--- src/rtl/comp_link_pkg.sv ---
// comp_link_pkg: shared constants, state type and header test for the comparator trigger link receiver
package comp_link_pkg;
  localparam logic [7:0] K28_5 = 8'hBC;
  localparam logic [1:0] HDR_ISK = 2'b01;
  localparam int FRM_WORDS = 4;
  localparam int PH_W = $clog2(FRM_WORDS);
  typedef enum logic [1:0] {HUNT, CHK, LOCKED} sync_state_t;
  function automatic logic is_header(input logic [15:0] data, input logic [1:0] isk, input logic [1:0] code_err);
    return isk == HDR_ISK && data[7:0] == K28_5 && code_err == 2'b00;
  endfunction
endpackage

--- src/rtl/comp_link_sync_fsm.sv ---
// comp_link_sync_fsm: frame alignment FSM (HUNT/CHK/LOCKED) with word-phase counter and phase strobes
module comp_link_sync_fsm
  import comp_link_pkg::*;
#(
  parameter int LOCK_CNT   = 4,
  parameter int UNLOCK_CNT = 3
) (
  input  logic                 clk,
  input  logic                 rst_b,
  input  logic                 hdr,
  output logic [PH_W-1:0]      phase,
  output logic                 sync_done,
  output logic [FRM_WORDS-1:0] cew
);
  localparam int GW = $clog2(LOCK_CNT + 1);
  localparam int BW = $clog2(UNLOCK_CNT + 1);
  sync_state_t state, state_n;
  logic [PH_W-1:0] phase_n;
  logic [GW-1:0] good, good_n, good_inc;
  logic [BW-1:0] bad, bad_n, bad_inc;
  assign good_inc = good + GW'(1);
  assign bad_inc = bad + BW'(1);
  assign sync_done = state == LOCKED;
  assign cew = sync_done ? FRM_WORDS'(1) << phase : '0;
  always_ff @(posedge clk or negedge rst_b) begin
    if (!rst_b) begin
      state <= HUNT;
      phase <= '0;
      good <= '0;
      bad <= '0;
    end else begin
      state <= state_n;
      phase <= phase_n;
      good <= good_n;
      bad <= bad_n;
    end
  end
  // in HUNT the header just seen is phase 0, so the next word is phase 1
  always_comb begin
    state_n = state;
    good_n = good;
    bad_n = bad;
    phase_n = state == HUNT ? (hdr ? PH_W'(1) : '0) : phase + PH_W'(1);
    case (state)
      HUNT: if (hdr) begin
        good_n = GW'(1);
        bad_n = '0;
        state_n = LOCK_CNT == 1 ? LOCKED : CHK;
      end
      CHK: if (phase == '0) begin
        good_n = hdr ? good_inc : '0;
        bad_n = '0;
        state_n = !hdr ? HUNT : good_inc == GW'(LOCK_CNT) ? LOCKED : CHK;
      end
      LOCKED: if (phase == '0) begin
        bad_n = hdr ? '0 : bad_inc;
        state_n = !hdr && bad_inc == BW'(UNLOCK_CNT) ? HUNT : LOCKED;
      end
      default: state_n = HUNT;
    endcase
  end
endmodule

--- src/rtl/comp_frame_decoder.sv ---
// comp_frame_decoder: comparator link RX decoder - frame alignment, 48-bit data rebuild, error stats.
// Optional sequence continuity check enabled by defining FRAME_SEQ_CHECK_EN.
module comp_frame_decoder
  import comp_link_pkg::*;
#(
  parameter int LOCK_CNT   = 4,
  parameter int UNLOCK_CNT = 3,
  parameter int ERR_CNT_W  = 16
) (
  input  logic                 clk,
  input  logic                 rst_b,
  input  logic [15:0]          rx_data,
  input  logic [1:0]           rx_isk,
  input  logic [1:0]           rx_code_err,
  input  logic                 clr_err,
  output logic                 sync_done,
  output logic                 cew0,
  output logic                 cew1,
  output logic                 cew2,
  output logic                 cew3,
  output logic                 valid,
  output logic [47:0]          rcv_data,
  output logic [7:0]           frm_seq,
  output logic                 bad_frm,
  output logic                 seq_err,
  output logic [ERR_CNT_W-1:0] err_cnt
);
  logic [15:0] r_data, g12, g34;
  logic [1:0] r_isk, r_cerr;
  logic [7:0] seq_cap;
  logic [PH_W-1:0] phase;
  logic [FRM_WORDS-1:0] cew;
  logic hdr, hdr_ok, live, cerr_acc, isk_acc;
  logic first, last, frm_live, frm_cerr, frm_isk, good, mis, err_inc;
  assign hdr = is_header(r_data, r_isk, r_cerr);
  assign {cew3, cew2, cew1, cew0} = cew;
  comp_link_sync_fsm #(.LOCK_CNT(LOCK_CNT), .UNLOCK_CNT(UNLOCK_CNT)) u_sync (
    .clk(clk), .rst_b(rst_b), .hdr(hdr), .phase(phase), .sync_done(sync_done), .cew(cew)
  );
  assign first = phase == '0;
  assign last = phase == PH_W'(FRM_WORDS - 1);
  assign frm_live = live & sync_done;
  assign frm_cerr = cerr_acc | (|r_cerr);
  assign frm_isk = isk_acc | (|r_isk);
  assign good = last & frm_live & hdr_ok & !frm_cerr & !frm_isk;
  // bad headers count as they arrive so the header that drops lock is still counted
  assign err_inc = (sync_done & first & !hdr) | (last & frm_live & hdr_ok & (frm_cerr | (good & mis)));
`ifdef FRAME_SEQ_CHECK_EN
  logic ref_vld;
  logic [7:0] seq_ref;
  assign mis = ref_vld && seq_cap != seq_ref + 8'd1;
  always_ff @(posedge clk or negedge rst_b) begin
    if (!rst_b) begin
      ref_vld <= 1'b0;
      seq_ref <= '0;
    end else if (!sync_done) begin
      ref_vld <= 1'b0;
    end else if (good) begin
      ref_vld <= 1'b1;
      seq_ref <= seq_cap;
    end
  end
`else
  assign mis = 1'b0;
`endif
  always_ff @(posedge clk or negedge rst_b) begin
    if (!rst_b) begin
      r_data <= '0;
      r_isk <= '0;
      r_cerr <= '0;
      g12 <= '0;
      g34 <= '0;
      seq_cap <= '0;
      hdr_ok <= 1'b0;
      live <= 1'b0;
      cerr_acc <= 1'b0;
      isk_acc <= 1'b0;
      valid <= 1'b0;
      bad_frm <= 1'b0;
      seq_err <= 1'b0;
      rcv_data <= '0;
      frm_seq <= '0;
      err_cnt <= '0;
    end else begin
      r_data <= rx_data;
      r_isk <= rx_isk;
      r_cerr <= rx_code_err;
      live <= first ? sync_done : frm_live;
      hdr_ok <= first ? hdr : hdr_ok;
      seq_cap <= first ? r_data[15:8] : seq_cap;
      cerr_acc <= first ? |r_cerr : frm_cerr;
      isk_acc <= first ? 1'b0 : frm_isk;
      g12 <= phase == PH_W'(1) ? r_data : g12;
      g34 <= phase == PH_W'(2) ? r_data : g34;
      valid <= good;
      bad_frm <= last & frm_live & frm_cerr;
      seq_err <= good & mis;
      rcv_data <= good ? {r_data, g34, g12} : rcv_data;
      frm_seq <= good ? seq_cap : frm_seq;
      err_cnt <= clr_err ? '0 : (err_inc && !(&err_cnt)) ? err_cnt + ERR_CNT_W'(1) : err_cnt;
    end
  end
endmodule
--- config.mk ---
export PLATFORM = sky130hd
export DESIGN_NAME = comp_frame_decoder
export DESIGN_NICKNAME = d
export VERILOG_FILES = /design/src/rtl/comp_link_pkg.sv /design/src/rtl/comp_link_sync_fsm.sv /design/src/rtl/comp_frame_decoder.sv
export SDC_FILE = /design/constraint.sdc
export NUM_CORES = 1
export LEC_CHECK = 0
export CAP_MARGIN = 20
export CORE_MARGIN = 2
export CORE_UTILIZATION = 52
export DETAILED_ROUTE_END_ITERATION = 10
export HOLD_SLACK_MARGIN = 0.06
export PLACE_DENSITY = 0.84
export RECOVER_POWER = 25
export SLEW_MARGIN = 20
export SYNTH_ARGS = -nofsm -noshare
export SYNTH_HDL_FRONTEND = slang
export SYNTH_HIERARCHICAL = 1
export SYNTH_SLANG_ARGS = --single-unit
--- constraint.sdc ---
create_clock -name clk -period 2.85 [get_ports clk]
set_input_delay 0.285 -clock clk [delete_from_list [all_inputs] [get_ports clk]]
set_output_delay 0.285 -clock clk [all_outputs]
set_load 0.05 [all_outputs]
# After elaboration in Yosys (flattened, before gate mapping)
# Cells that the tools add are included.
[totals] ff_bits=147 latchBits=0 ram_bits=0 romBits=0 inputBits=23 out_inout_bits=80 word_cells=92 n_memories=0
[op_classes] add_sub_neg=4 n_mul=0 div_mod_pow=0 order_cmp=0 n_eq_ne=12 shifts=1 muxes=24 n_bitwise=12 n_reduce_logical=20
[ops] op="2-to-1 mux 16 bit" n=2
[ops] op="2-to-1 mux 2 bit" n=11
[ops] op="adder 16 x 1 -> 16 bit, second input constant" n=1
[ops] op="AND reduction 16 bit" n=1
[ops] op="case mux 2 bit (3 select lines)" n=2
[ops] op="AND 1 bit" n=9
[ops] op="2-to-1 mux 3 bit" n=3
[ops] op="equality test 2 bit, second input constant" n=4
[ops] op="equality test 8 bit, second input constant" n=1
[ops] op="equality test 2 x 1 -> 1 bit, second input constant" n=3
[ops] op="zero test 2 bit" n=3
[ops] op="inequality test 2 bit, second input constant" n=3
[ops] op="case mux 3 bit (2 select lines)" n=1
[ops] op="AND reduction 3 bit" n=2
[ops] op="adder 2 x 1 -> 2 bit, second input constant" n=2
[ops] op="logical AND 1 bit" n=4
[ops] op="zero test 1 bit" n=4
[ops] op="2-to-1 mux 1 bit" n=4
[ops] op="2-to-1 mux 4 bit" n=1
[ops] op="AND reduction 4 bit" n=1
[ops] op="nonzero test 2 bit" n=2
[ops] op="OR reduction 2 bit" n=2
[ops] op="left shift 1 x 2 -> 4 bit, first input constant" n=1
[ops] op="adder 3 x 1 -> 3 bit, second input constant" n=1
[ops] op="3 further kinds" n=5

# Depth between registers and ports, before layout
# Gate-level depths: netlist of the first run.
[logic_depth] depth_word=9 ltp_mapped=8 depth_no_buf=6

# Modules after synthesis
# Netlist of the first run, hierarchy kept.
[modules_own_cells] mod="comp_frame_decoder" n_inst=1 cells_per_inst=351 area_per_inst_um2=5270.1 seq_area_each_um2=3453.3
[modules_own_cells] mod="comp_link_sync_fsm" n_inst=1 cells_per_inst=60 area_per_inst_um2=603.1 seq_area_each_um2=225.2

# Least setup slack after synthesis of the first run
# Ideal clock, no wire load.
[synth_path] path_type="flip-flop to flip-flop" from="reg u_sync.state[0]" to="reg err_cnt[10]" setup_ns=0.125 t_arrival_ns=3.058 required_time_ns=2.725 path_slack_ns=-0.333 path_stages_with_launch=9 path_buffers=2 synth_period_minus_slack_ns=3.183 path_cell_list="dfrtp_1 > buf_2 > nor2b_1 > nand4_2 > or3_4 > and2_4 > buf_6 > nor4b_1 > mux2_2"
[synth_between] elab_chain_cells=8 elab_cells_between_ends=10 cone_classes="eq/ne: 1; bitwise: 7; reduce/logical: 2"
[synth_rtl] element="start: declaration" line_no="comp_link_sync_fsm.sv:17" rtl="sync_state_t state, state_n;"
[synth_rtl] element="start signal: assignment" line_no="comp_link_sync_fsm.sv:32" rtl="state <= state_n;"
[synth_rtl] element="equality test 2 bit *" line_no="comp_link_sync_fsm.sv:23" rtl="assign sync_done = state == LOCKED;"
[synth_rtl] element="net sync_done" line_no="comp_frame_decoder.sv:16" rtl="output logic sync_done,"
[synth_rtl] element="AND 1 bit" line_no="comp_frame_decoder.sv:42" rtl="assign frm_live = live & sync_done;"
[synth_rtl] element="AND 1 bit (3 in a row)" line_no="comp_frame_decoder.sv:47" rtl="assign err_inc = (sync_done & first & !hdr) | (last & frm_live & hdr_ok & (frm_cerr | (good & mis)));"
[synth_rtl] element="bitwise OR 1 bit *" line_no="comp_frame_decoder.sv:47"
[synth_rtl] element="logical AND 1 bit *" line_no="comp_frame_decoder.sv:100" rtl="err_cnt <= clr_err ? '0 : (err_inc && !(&err_cnt)) ? err_cnt + ERR_CNT_W'(1) : err_cnt;"
[synth_rtl] element="nonzero test 2 bit (no source line) *"
[synth_rtl] element="end signal: assignment" line_no="comp_frame_decoder.sv:100"
[synth_rtl] element="end: declaration" line_no="comp_frame_decoder.sv:26" rtl="output logic [ERR_CNT_W-1:0] err_cnt"
# The timed path passes the listed nets; every way through them passes the cells marked *.
# A chain may end at the register's enable or synchronous reset.

# Final worst setup path of the first run
[layout_path] from="reg u_sync.phase[0]" to="out cew0"
[layout_between] elab_chain_cells=2
[layout_rtl] element="start: declaration" line_no="comp_link_sync_fsm.sv:11" rtl="output logic [PH_W-1:0] phase,"
[layout_rtl] element="start signal: assignment" line_no="comp_link_sync_fsm.sv:33" rtl="phase <= phase_n;"
[layout_rtl] element="left shift 1 x 2 -> 4 bit" line_no="comp_link_sync_fsm.sv:24" rtl="assign cew = sync_done ? FRM_WORDS'(1) << phase : '0;"
[layout_rtl] element="2-to-1 mux 4 bit" line_no="comp_link_sync_fsm.sv:24"
[layout_rtl] element="end: declaration" line_no="comp_frame_decoder.sv:17" rtl="output logic cew0,"
# No other way between the ends.

==> impl_metrics.env, run 1 <==
export IMPL_outcome="complete, but fails checks"
export IMPL_violations="max-capacitance violations, max-slew violations"
export IMPL_die_area_mm2=0.0122
export IMPL_power_frac_seq_pct=47.4
export IMPL_grt_overflow=0
export IMPL_drv_cap=1
export IMPL_drcViolationCount=0
export IMPL_numCtsBuffers=17
export IMPL_synthCells=411
export IMPL_setup_tns_ns=0
export IMPL_die_w_um=110
export IMPL_h_tree_depth=4
export IMPL_grt_setup_unrepaired="false"
export IMPL_min_from="rx_data[5]"
export IMPL_power_switching_mw=0.895
export IMPL_row_count=38
export IMPL_critPathMaxFanout=9
export IMPL_grt_pass1_vias=3875
export IMPL_num_vias=3730
export IMPL_synth_seq_cells=147
export IMPL_drtIter0Drc=187
export IMPL_crit_type="reg2out"
export IMPL_synth_area_per_cell_um2=14.3
export IMPL_syn_nets=442
export IMPL_layout_drive_gt1_share_pct=29.2
export IMPL_power_density_mw_per_mm2=587
export IMPL_wl_per_cell_um=17.9
export IMPL_hp_class="in2reg"
export IMPL_yosysWarnings=6
export IMPL_gp_congestion=0.858
export IMPL_setup_violations_final=0
export IMPL_r2r_end="err_cnt[15]"
export IMPL_grt_pass1_wl_um=19400
export IMPL_slew_headroom_pct=-20.0
export IMPL_crit_arrival_ns=2.33
export IMPL_wirelength_um=12100
export IMPL_grt_max_degree=73
export IMPL_power_leakage_nw=3.60
export IMPL_drt_pass1_iter_count=4
export IMPL_clk_path_buf_depth=2
export IMPL_final_cell_mix="dfrtp_1 (147), mux2_2 (98), clkdlybuf4s50_1 (80)"
export IMPL_final_common_cell="dfrtp_1"
export IMPL_postCtsHoldBufs=1
export IMPL_cts_sinks=147
export IMPL_finalCritPeriodShare_pct=91.8
export IMPL_max_vdd_ir_drop_v=0.000442
export IMPL_synth_flop_cell="dfrtp_1"
export IMPL_area_growth_syn_to_layout_pct=30.6
export IMPL_synth_area_mm2=0.00587
export IMPL_p_sw_share_pct=19.9
export IMPL_clkPwrFrac_pct=50.6
export IMPL_fin_nets=554
export IMPL_drv_slew=72
export IMPL_post_dp_cell_area_mm2=0.00706
export IMPL_post_cts_resized=0
export IMPL_r2r_slack_ns=0.48
export IMPL_hpwlAfterDp_um=7900
export IMPL_internal_power_mw=3.61
export IMPL_synthDistinctLibCells=59
export IMPL_cts_tree="yes"
export IMPL_worstHoldPathCells=1
export IMPL_io_pins=103
export IMPL_synth_edff_count=0
export IMPL_post_cts_setup_buffer_count=0
export IMPL_fill_cells=744
export IMPL_worstPathRequired_ns=2.57
export IMPL_hold_slack_ns=0.418
export IMPL_reg2reg_depth=6
export IMPL_fmax_mhz=382
export IMPL_clock_skew_ns=0.00881
export IMPL_start_util_pct=53.7
export IMPL_cp_end_kind="output port"
export IMPL_ys_seq_area_share_pct=62.6
export IMPL_io_buffers=101
export IMPL_min_period_ns=2.62
export IMPL_pwr_share_comb_pct=2.0
export IMPL_drtAntennaViolNets=0
export IMPL_regArea_mm2=0.00368
export IMPL_crit_path_start_kind="flip-flop"
export IMPL_hold_viol_final=0
export IMPL_viasPerCell=5.53
export IMPL_hold_path_end="r_data[5]"
export IMPL_grt_antenna_before_repair=0
export IMPL_design_area_mm2=0.00767
export IMPL_regToRegStartpoint="u_sync/state[0]"
export IMPL_die_h_um=110
export IMPL_clockRootBuffer="clkbuf_16"
export IMPL_grt_use_total_pct=21.8
export IMPL_multi_input_area_mm2=0.00206
export IMPL_synthArstFlopShare_pct=100
export IMPL_clkLatencyLatePin_ns=0.42
export IMPL_worst_pin_slew_ns=1.80
export IMPL_n_antenna_cell=0
export IMPL_core_area_mm2=0.0109
export IMPL_path_clk_slew_ns=0.06
[sequential cells by signal, indices dropped and copies added (netlist names), 2 cells and up]
| name | cells |
|---|---|
| seq_cap | 8 |
| r_isk | 2 |
| r_data | 16 |
| g34 | 16 |
| err_cnt | 16 |
| u_sync/good | 3 |
| u_sync/state | 2 |
| r_cerr | 2 |
| g12 | 16 |
| rcv_data | 48 |
| frm_seq | 8 |
| u_sync/bad | 2 |
| u_sync/phase | 2 |
[critical path: stages, from the launching register on]
cell and delay [ns]:
dfrtp_1 0.48, inv_1 0.12, ha_1 0.32, and2_2 0.20
clkdlybuf4s50_1 0.79
[per-stage QoR]
stage	setup slack, ns	power, mW	util, %	instances
6_report	0.234	4.50	70.1	674
5_1_grt	0.0910	4.66	70.1	674
4_1_cts	0.203	4.55	70.2	674
3_5_place_dp	0.561	2.27	64.6	643
3_3_place_gp	0.634	2.27	64.6	643
2_1_floorplan	0.0741	2.19	-	411
[cells in the mapped netlist, drive strengths merged (3+ instances only)]
master	instances	area [um^2]
nor3	3	15.0
clkbuf	11	41.3
a21oi	14	70.1
nand2	10	37.5
nand3	7	35.0
nor2	13	48.8
nand4	4	31.3
o31ai	5	37.5
nor2b	3	18.8
or3	4	30.0
buf	7	45.0
and2	5	35.0
and3	3	20.0
inv	12	45.0
and4	4	35.0
dfrtp	147	3680
nand2b	4	25.0
o21ai	8	40.0
or4	6	45.0
mux2	98	1100
ha	8	100
[worst max-delay path by stage]
stage,start,endpoint,slack [ns],cells past startpoint
final,u_sync/phase[0],cew0,0.23,4
after global placement,u_sync/state[0],err_cnt[13],0.63,6
after floorplan,u_sync/state[0],err_cnt[10],0.07,8
after CTS,u_sync/phase[0],cew0,0.20,4
after detailed placement,u_sync/state[0],err_cnt[15],0.56,6
after global routing,u_sync/phase[0],cew0,0.09,4
[power groups by stage]
stage | logic [mW] | registers (mW) | clock network (mW)
finish | 0.0919 | 2.13 | 2.28
global route | 0.106 | 2.14 | 2.42
CTS | 0.102 | 2.13 | 2.32
detailed placement | 0.0998 | 2.17 | 0
global placement | 0.0971 | 2.17 | 0
floorplan | 0.0229 | 2.16 | 0
[cell families after synthesis]
| logic type | Yosys count | share of synthesized area, % |
|---|---|---|
| multiplexers | 100 | 19.1 |
| adder cells (fa/ha/maj) | 9 | 1.90 |
| AND/OR/NAND/NOR | 73 | 7.58 |
| XOR/XNOR | 3 | 0.447 |
| buffers and inverters | 31 | 2.41 |
| AO/OA/AOI/OAI | 47 | 5.84 |
| other | 1 | 0.0639 |
| flip-flops | 147 | 62.6 |
[metal layers]
layer	global-route usage (%)	up-vias	share of wire (%)
met5	0	-	0
met4	5.63	0	0.71
met3	9.29	10	7.5
met2	35.1	118	50
met1	27.2	1906	42
li1	-	1696	-
[cell type report]
| type | count | area share, % |
|---|---|---|
| clock buffer | 22 | 6.31 |
| clock inverter | 8 | 1.65 |
| inverter | 12 | 0.587 |
| multi-input combinational | 233 | 26.8 |
| sequential | 147 | 48.0 |
| tap | 140 | 2.28 |
| timing repair buffer | 112 | 14.4 |
No activity file was read; power rests on OpenSTA's default activity.
==> inputs of run 2 (changes only) <==
--- a/config.mk
+++ b/config.mk
@@ -12,7 +12,7 @@
 export HOLD_SLACK_MARGIN = 0.06
 export PLACE_DENSITY = 0.84
 export RECOVER_POWER = 25
-export SLEW_MARGIN = 20
+export SLEW_MARGIN = 40
 export SYNTH_ARGS = -nofsm -noshare
 export SYNTH_HDL_FRONTEND = slang
 export SYNTH_HIERARCHICAL = 1
==> results of run 2 <==
No change in the layout: final DEF, timing and power equal those of run 1.
==> inputs of run 3 (changes only) <==
--- a/config.mk
+++ b/config.mk
@@ -7,10 +7,11 @@
 export LEC_CHECK = 0
 export CAP_MARGIN = 20
 export CORE_MARGIN = 2
-export CORE_UTILIZATION = 52
+export CORE_UTILIZATION = 54
+export CTS_BUF_LIST = sky130_fd_sc_hd__clkbuf_2 sky130_fd_sc_hd__clkbuf_4 sky130_fd_sc_hd__clkbuf_8
 export DETAILED_ROUTE_END_ITERATION = 10
 export HOLD_SLACK_MARGIN = 0.06
-export PLACE_DENSITY = 0.84
+export PLACE_DENSITY = 0.86
 export RECOVER_POWER = 25
 export SLEW_MARGIN = 40
 export SYNTH_ARGS = -nofsm -noshare
==> constraint.sdc (replaced) <==
create_clock -name clk -period 2.85 [get_ports clk]
set_input_delay 0.4275 -clock clk [delete_from_list [all_inputs] [get_ports clk]]
set_output_delay 0.4275 -clock clk [all_outputs]
set_load 0.05 [all_outputs]
==> run 3 against run 2 <==
- the flow still finishes with violations (max-capacitance violations, max-slew violations)
- combinational power barely moved
- hold slack better by 0.076 ns
- die area fell by 3.6%
- core utilization fell by 0.55 points
- wire length fell by 3.4%
- clock-buffer cell count is 3 lower
- register-to-register slack improved by 0.04 ns
- critical path type unchanged
- critical endpoint is now cew3
- highest routed layer unchanged
==> impl_metrics.env, run 3 (synthesis results as in run 1) <==
export IMPL_grt_use_total_pct=21.4
export IMPL_worstPathRequired_ns=2.42
export IMPL_critPathMaxFanout=11
export IMPL_post_cts_setup_buffer_count=0
export IMPL_hold_path_end="cerr_acc"
export IMPL_clkLatencyLatePin_ns=0.44
export IMPL_power_frac_seq_pct=54.5
export IMPL_min_period_ns=2.68
export IMPL_row_count=38
export IMPL_grt_pass1_wl_um=18900
export IMPL_final_common_cell="dfrtp_1"
export IMPL_clkPwrFrac_pct=43.2
export IMPL_clk_path_buf_depth=2
export IMPL_hp_class="reg2reg"
export IMPL_power_switching_mw=0.807
export IMPL_r2r_slack_ns=0.52
export IMPL_start_util_pct=54.7
export IMPL_min_from="r_cerr[0]"
export IMPL_crit_type="reg2out"
export IMPL_top_register="rcv_data"
export IMPL_grt_antenna_before_repair=0
export IMPL_setup_tns_ns=0
export IMPL_drv_slew=75
export IMPL_cts_sinks=147
export IMPL_slew_headroom_pct=-23.6
export IMPL_crit_path_start_kind="flip-flop"
export IMPL_num_vias=3715
export IMPL_place_inst=643
export IMPL_numCtsBuffers=17
export IMPL_max_vdd_ir_drop_v=0.000423
export IMPL_regToRegStartpoint="u_sync/state[0]"
export IMPL_final_cell_mix="dfrtp_1 (147), mux2_2 (98), clkdlybuf4s50_1 (79)"
export IMPL_io_buffers=101
export IMPL_hold_viol_final=0
export IMPL_r2r_end="err_cnt[13]"
export IMPL_layout_drive_gt1_share_pct=29.7
export IMPL_h_tree_depth=4
export IMPL_die_area_mm2=0.0117
export IMPL_cp_end_kind="output port"
export IMPL_gp_congestion=0.871
export IMPL_hold_slack_ns=0.494
export IMPL_path_clk_slew_ns=0.07
export IMPL_clock_skew_ns=0.00963
export IMPL_finalPower_mw=3.91
export IMPL_io_pins=103
export IMPL_n_antenna_cell=0
export IMPL_drv_cap=1
export IMPL_crit_arrival_ns=2.25
export IMPL_largest_reg_flops=48
export IMPL_instances_no_fill=675
export IMPL_grt_max_degree=76
export IMPL_p_sw_share_pct=20.6
export IMPL_fin_nets=554
export IMPL_grt_pass1_vias=3878
export IMPL_drt_pass1_iter_count=4
export IMPL_internal_power_mw=3.10
export IMPL_reg2reg_depth=6
export IMPL_hpwlAfterDp_um=7690
export IMPL_power_leakage_nw=3.55
export IMPL_drcViolationCount=0
export IMPL_finalCritPeriodShare_pct=94.0
export IMPL_worst_pin_slew_ns=1.85
export IMPL_viasPerCell=5.50
export IMPL_violations="max-capacitance violations, max-slew violations"
export IMPL_drtAntennaViolNets=0
export IMPL_wl_per_cell_um=17.3
export IMPL_clockRootBuffer="clkbuf_8"
export IMPL_cts_tree="yes"
export IMPL_core_area_mm2=0.0107
export IMPL_area_growth_syn_to_layout_pct=27.3
export IMPL_die_w_um=108
export IMPL_outcome="complete, but fails checks"
export IMPL_grt_overflow=0
export IMPL_die_h_um=108
export IMPL_power_density_mw_per_mm2=523
export IMPL_wirelength_um=11700
export IMPL_pwr_share_comb_pct=2.4
export IMPL_fmax_mhz=373
export IMPL_setup_violations_final=0
export IMPL_drtIter0Drc=172
export IMPL_grt_setup_unrepaired="false"
export IMPL_worstHoldPathCells=2
[run 3: stage by stage]
stage	setup WS, ns	utilization, %	area [um^2]
2_1_floorplan	0.0741	-	5880
3_3_place_gp	0.605	65.7	7060
3_5_place_dp	0.545	65.7	7060
4_1_cts	0.0372	69.6	7480
5_1_grt	0.0289	69.6	7480
6_report	0.171	69.6	7480
[run 3: worst max-delay path: stages, from the launching register on]
cell and delay (ns):
dfrtp_1 0.51, nor2b_2 0.20, buf_4 0.17, and2_1 0.13, clkdlybuf4s50_1 0.79
[run 3: final cells by class]
class | instances | area [um^2]
Clock buffer | 19 | 249
Clock inverter | 12 | 164
Fill cell | 757 | 3270
Inverter | 12 | 45.0
Multi-Input combinational cell | 233 | 2060
Sequential cell | 147 | 3680
Tap cell | 140 | 175
Timing Repair Buffer | 112 | 1110
[run 3: what timing repair did]
| item | CTS | global route |
|---|---|---|
| hold endpoints to repair | 73 | 0 |
| hold buffers | 1 | 0 |
| resized for setup | 0 | 1 |
| setup endpoints to repair | 0 | 1 |
[run 3: worst max path at each step]
| stage | start | to | cells past startpoint |
|---|---|---|---|
| 2_1_floorplan | u_sync/state[0] | err_cnt[10] | 8 |
| 3_3_place_gp | u_sync/phase[0] | cew0 | 4 |
| 3_5_place_dp | u_sync/phase[0] | cew0 | 4 |
| 4_1_cts | u_sync/phase[0] | cew0 | 4 |
| 5_1_grt | u_sync/state[0] | cew2 | 4 |
| 6_report | u_sync/state[0] | cew3 | 4 |
[run 3: metal layers]
metal / part of all wire, % / wire [um] / global-route usage [%] / vias to the layer above
li1: - / - / - / 1687
met1: 42 / 4860 / 25.9 / 1894
met2: 51 / 5900 / 35.1 / 117
met3: 6.2 / 728 / 6.87 / 17
met4: 1.6 / 190 / 9.98 / 0
met5: 0 / 0 / 0 / -
[run 3: power by group through the flow]
stage / combinational [mW] / clock, mW / sequential, mW
global route: 0.105 / 1.82 / 2.13
finish: 0.0920 / 1.69 / 2.13
floorplan: 0.0229 / 0 / 2.16
CTS: 0.102 / 1.73 / 2.13
global placement: 0.0972 / 0 / 2.17
detailed placement: 0.100 / 0 / 2.17
